### config.mk
export PLATFORM = sky130hd
export DESIGN_NAME = mul_share_arb
export DESIGN_NICKNAME = d
export VERILOG_FILES = /design/src/rtl/fft_pkg.sv /design/src/rtl/rr_arbiter.sv /design/src/rtl/mul_share_arb.sv
export SDC_FILE = /design/constraint.sdc
export NUM_CORES = 1
export LEC_CHECK = 0
export CAP_MARGIN = 40
export CORE_MARGIN = 8
export CORE_UTILIZATION = 39
export CTS_CLUSTER_SIZE = 24
export DETAILED_ROUTE_END_ITERATION = 10
export MAX_ROUTING_LAYER = met4
export PLACE_DENSITY = 0.79
export SYNTH_ARGS = -nofsm -noshare
export SYNTH_HDL_FRONTEND = slang
export SYNTH_SLANG_ARGS = --single-unit
export TNS_END_PERCENT = 30
### constraint.sdc
create_clock -name clk -period 4.3 [get_ports clk]
set_clock_uncertainty 0.05 [all_clocks]
set_input_delay 0.645 -clock clk [delete_from_list [all_inputs] [get_ports clk]]
set_output_delay 0.645 -clock clk [all_outputs]
set_load 0.02 [all_outputs]
### src/rtl/fft_pkg.sv
// fft_pkg: shared multiplier widths, latency, arbiter FSM states and round-robin pointer helper
package fft_pkg;
    localparam int MUL_A_W = 17;
    localparam int MUL_B_W = 8;
    localparam int MUL_LAT = 4;

    typedef enum logic [1:0] {IDLE, RUN, DRAIN} state_e;

    function automatic logic [2:0] rr_next(input logic [2:0] g, input int unsigned n);
        return (g == 3'(n - 1)) ? 3'd0 : g + 3'd1;
    endfunction
endpackage

### src/rtl/rr_arbiter.sv
// rr_arbiter: picks the first unmasked valid requester at or after ptr, wrapping
module rr_arbiter #(
    parameter int N_REQ = 4,
    parameter int ID_W  = 2
) (
    input  logic [N_REQ-1:0] mask,
    input  logic [N_REQ-1:0] valid,
    input  logic [ID_W-1:0]  ptr,
    output logic [N_REQ-1:0] gnt,
    output logic [ID_W-1:0]  gnt_id
);
    logic [N_REQ-1:0] cand;

    assign cand = valid & ~mask;

    // Scan from farthest to nearest so the closest candidate to ptr wins
    always_comb begin
        gnt    = '0;
        gnt_id = '0;
        for (int k = N_REQ - 1; k >= 0; k--) begin
            if (cand[(int'(ptr) + k) % N_REQ]) begin
                gnt                               = '0;
                gnt[(int'(ptr) + k) % N_REQ]      = 1'b1;
                gnt_id                            = ID_W'((int'(ptr) + k) % N_REQ);
            end
        end
    end
endmodule

### src/rtl/mul_share_arb.sv
// mul_share_arb: round-robin sharing of one pipelined 17x8 multiplier among N_REQ requesters,
// with an enable/flush FSM and an ID tag pipe that routes each product back to its issuer
module mul_share_arb #(
    parameter int N_REQ   = 4,
    parameter int MUL_LAT = 4,
    parameter int ID_W    = 2
) (
    input  logic                              clk,
    input  logic                              rst_n,
    input  logic                              en,
    input  logic                              flush,
    input  logic [N_REQ-1:0]                  cfg_mask,
    input  logic [N_REQ-1:0]                  req_valid,
    input  logic [fft_pkg::MUL_A_W*N_REQ-1:0] req_a,
    input  logic [fft_pkg::MUL_B_W*N_REQ-1:0] req_b,
    output logic [N_REQ-1:0]                  req_ready,
    output logic [fft_pkg::MUL_A_W-1:0]       mul_a,
    output logic [fft_pkg::MUL_B_W-1:0]       mul_b,
    input  logic [fft_pkg::MUL_A_W-1:0]       mul_p,
    output logic [N_REQ-1:0]                  rsp_valid,
    output logic [fft_pkg::MUL_A_W-1:0]       rsp_data,
    output logic                              busy,
    output logic                              flush_done
);
    import fft_pkg::*;

    state_e                       state_q, state_d;
    logic [ID_W-1:0]              ptr_q, ptr_d, gnt_id;
    logic [N_REQ-1:0]             gnt;
    logic                         xfer;
    logic [MUL_A_W-1:0]           mul_a_q, mul_a_d;
    logic [MUL_B_W-1:0]           mul_b_q, mul_b_d;
    logic [MUL_LAT:0]             vld_q, vld_d;
    logic [MUL_LAT:0][ID_W-1:0]   id_q, id_d;
    logic [N_REQ-1:0]             rsp_valid_q, rsp_valid_d;
    logic [MUL_A_W-1:0]           rsp_data_q, rsp_data_d;
    logic                         flush_done_q, flush_done_d;

    rr_arbiter #(.N_REQ(N_REQ), .ID_W(ID_W)) u_arb (
        .mask   (cfg_mask),
        .valid  (req_valid),
        .ptr    (ptr_q),
        .gnt    (gnt),
        .gnt_id (gnt_id)
    );

    always_comb begin
        req_ready    = (state_q == RUN && en && !flush) ? gnt : '0;
        xfer         = |req_ready;
        ptr_d        = xfer ? ID_W'(rr_next(3'(gnt_id), N_REQ)) : ptr_q;
        mul_a_d      = xfer ? req_a[MUL_A_W*gnt_id +: MUL_A_W] : '0;
        mul_b_d      = xfer ? req_b[MUL_B_W*gnt_id +: MUL_B_W] : '0;
        // Stage 0 lines up with mul_a; the last stage lines up with mul_p
        vld_d        = {vld_q[MUL_LAT-1:0], xfer};
        id_d         = {id_q[MUL_LAT-1:0], gnt_id};
        rsp_valid_d  = vld_q[MUL_LAT] ? (N_REQ'(1) << id_q[MUL_LAT]) : '0;
        rsp_data_d   = vld_q[MUL_LAT] ? mul_p : '0;
        busy         = |vld_q;
        state_d      = state_q;
        flush_done_d = 1'b0;
        case (state_q)
            IDLE: begin
                state_d      = en ? RUN : IDLE;
                flush_done_d = flush;
            end
            RUN:     state_d = (flush || !en) ? DRAIN : RUN;
            DRAIN: begin
                state_d      = busy ? DRAIN : IDLE;
                flush_done_d = !busy;
            end
            default: state_d = IDLE;
        endcase
    end

    always_ff @(posedge clk or negedge rst_n) begin
        if (!rst_n) begin
            state_q      <= IDLE;
            ptr_q        <= '0;
            mul_a_q      <= '0;
            mul_b_q      <= '0;
            vld_q        <= '0;
            id_q         <= '0;
            rsp_valid_q  <= '0;
            rsp_data_q   <= '0;
            flush_done_q <= 1'b0;
        end else begin
            state_q      <= state_d;
            ptr_q        <= ptr_d;
            mul_a_q      <= mul_a_d;
            mul_b_q      <= mul_b_d;
            vld_q        <= vld_d;
            id_q         <= id_d;
            rsp_valid_q  <= rsp_valid_d;
            rsp_data_q   <= rsp_data_d;
            flush_done_q <= flush_done_d;
        end
    end

    assign mul_a      = mul_a_q;
    assign mul_b      = mul_b_q;
    assign rsp_valid  = rsp_valid_q;
    assign rsp_data   = rsp_data_q;
    assign flush_done = flush_done_q;
endmodule

==> flow_metrics.tcl <==
set metrics [dict create \
    status "completed" \
    syn_inst 313 \
    cts_tree "built" \
    worst_slew_pin_slew_ns 0.851 \
    power_leakage_nw 2.44 \
    syn-cell-area_um2 3350 \
    dp_hpwl_um 7600 \
    hold_viol 0 \
    first_global_vias 3122 \
    ioPinCount 181 \
    cts_setup_buffers 0 \
    setup_viol 0 \
    slew-limit-headroom 0.432 \
    min_from "id_d[6]" \
    cts.sinks 66 \
    rows 34 \
    cts-root-buf "clkbuf_8" \
    avgViaCountPerCell 4.85 \
    period_minus_slack_ns 3.79 \
    seq_area_frac_synth 0.493 \
    drt_wl_total_um 9590 \
    wire_per_inst_um 15.9 \
    clock.fmax_mhz 264 \
    cp.arrival_ns 3.09 \
    syn_nets 449 \
    syn_to_final_growth_pct 61.2 \
    timing.hold.worst_path_depth 0 \
    num-fill-cells 711 \
    antenna_found_initial 0 \
    synth_cell_types 31 \
    grt_usage 0.163 \
    final_max_slew_viol_count 0 \
    numPortBuffers 180 \
    reg2reg_slack_ns 0.88 \
    synth_warnings 0 \
    die_w_um 109 \
    clkTransAtPathRegs_ns 0.07 \
    floorplan.die.height_um 109 \
    cts_hold_buf 0 \
    r2r_cells 7 \
    worst_r2r_endpoint "ptr_q[0]" \
    diodes 0 \
    clock_path_buffers 2 \
    cts_made_buffers 9 \
    coreArea_um2 8510 \
    grt_pass1_wl_um 14600 \
    grt_start_max_net_pins 67 \
    grt_overflow 0 \
    synth_flop_cell "dfrtp_1" \
    ant_nets 0 \
    avgSynthCellArea_um2 10.7 \
    regToRegStartpoint "ptr_q[1]" \
    setup_tns_ns 0 \
    async_flop_share 1.00 \
    cap_violations 0 \
    worstSetupEndpointType "primary output" \
    path_class "flop to primary output" \
    clk_latency_ns 0.33 \
    hold_end "id_d[8]" \
    drt_iter0_markers 86 \
    layout.cells.non_filler 602 \
    rsz0062_at_grt "no" \
    drtPass1Iterations 4 \
    crit_path_start "ptr_q[1]" \
    cp_max_fo 10 \
    holdCritPathClass "flop to flop" \
    timing.final.crit_share 0.881 \
    initial_utilization 0.394 \
    whs_ns 0.296 \
    dieArea_um2 11800 \
    power.density_nw_per_um2 498 \
    drcViolationCount 0 \
    worstSetupStartpointType "flop" \
    cts-resized-gates 0 \
    h-tree-depth 3 \
    synth_edf_count 0 \
    vdd_drop_max_mv 0.231 \
    dpl.cell_count 586 \
    required_ns 3.61 \
    yosys_register_bits 66 \
    drive_above_1_share 0.0607 \
    vias 2920 \
    globalplace.congestion 0.808 \
    final_nets 625 \
]
[report_power, final]
part	internal, mW	switching [mW]	total [mW]
logic	0.623	0.720	1.34
clock network	0.266	0.232	0.498
registers	0.774	0.0763	0.850
total	1.66	1.03	2.69
[final cells by class]
class	count	area, µm²	area share
repair buffers	184	1840	0.340
flip-flops and latches	66	1650	0.306
multi-input cells	224	1570	0.291
well taps	108	135	0.0250
clock buffers	9	124	0.0229
clock inverters	7	68.8	0.0127
inverters	4	15.0	0.00278
[registers in the layout, indices dropped and copies added, names as in the netlist]
signal	count
ptr_q	2
rsp_data	17
mul_a	17
vld_q	5
rsp_valid	4
id_d	8
state_q	2
flush_done	1
id_q	2
mul_b	8
[worst max-delay path by stage]
stage,endpoint,slack (ns),depth (start not counted)
5_1_grt,req_ready[3],0.38,7
3_3_place_gp,ptr_q[0],0.63,7
4_1_cts,req_ready[3],0.53,7
6_report,req_ready[3],0.51,7
3_5_place_dp,ptr_q[0],0.51,7
2_1_floorplan,ptr_q[0],1.07,11
[per-stage QoR]
stage	power [mW]	utilization	cell area [µm²]	setup slack [ns]
after floorplan	1.72	-	3350	1.07
after global placement	2.19	0.613	5210	0.627
after detailed placement	2.22	0.613	5210	0.506
after CTS	2.73	0.635	5400	0.527
after global routing	2.88	0.635	5400	0.382
final	2.69	0.635	5400	0.511
[layer usage]
metal,track usage,part of all wire
met1,0.185,0.41
met2,0.273,0.50
met3,0.0420,0.079
met4,0.0616,0.014
met5,-,0
[cells in the mapped netlist, types with 5 or more instances]
library cell,number,area share
nor2_1,5,0.0056
nand2b_1,5,0.0093
buf_6,5,0.017
mux4_2,5,0.034
a21oi_1,5,0.0075
o21ai_0,8,0.012
mux2i_1,50,0.15
and2_1,17,0.032
clkbuf_1,7,0.0078
nand3_1,7,0.010
ha_1,7,0.026
nand2_1,62,0.069
dfrtp_1,66,0.49
buf_2,6,0.0090
and3_1,26,0.049
[cells in the final DEF (no fill, tap or decap), drive strengths merged, types with 3 or more instances in the layout]
cell	instances
nor2	5
mux2i	50
clkbuf	9
nand3	7
clkinv	3
dfrtp	66
inv	5
nor2b	4
nand2	62
nand2b	5
mux4	5
nand4	4
a21oi	5
buf	5
and2	17
ha	7
and3	26
a41oi	4
nor3b	3
clkdlybuf4s50	179
mux2	3
o21ai	8
[cells by family after synthesis]
kind of cell,share of synthesized area
AO/OA/AOI/OAI,0.0407
adder cells (fa/ha/maj),0.0261
buffers and inverters,0.0392
flip-flops,0.493
multiplexers,0.195
AND/OR/NAND/NOR,0.206
[critical path: stages, from the launching register on]
cell,delay [ns]
dfrtp_1,0.54
inv_1,0.14
ha_1,0.43
or3_1,0.41
nand3_1,0.17
nand4_1,0.13
a41oi_1,0.28
clkdlybuf4s50_1,0.66
(Power assumes the default switching activity.)
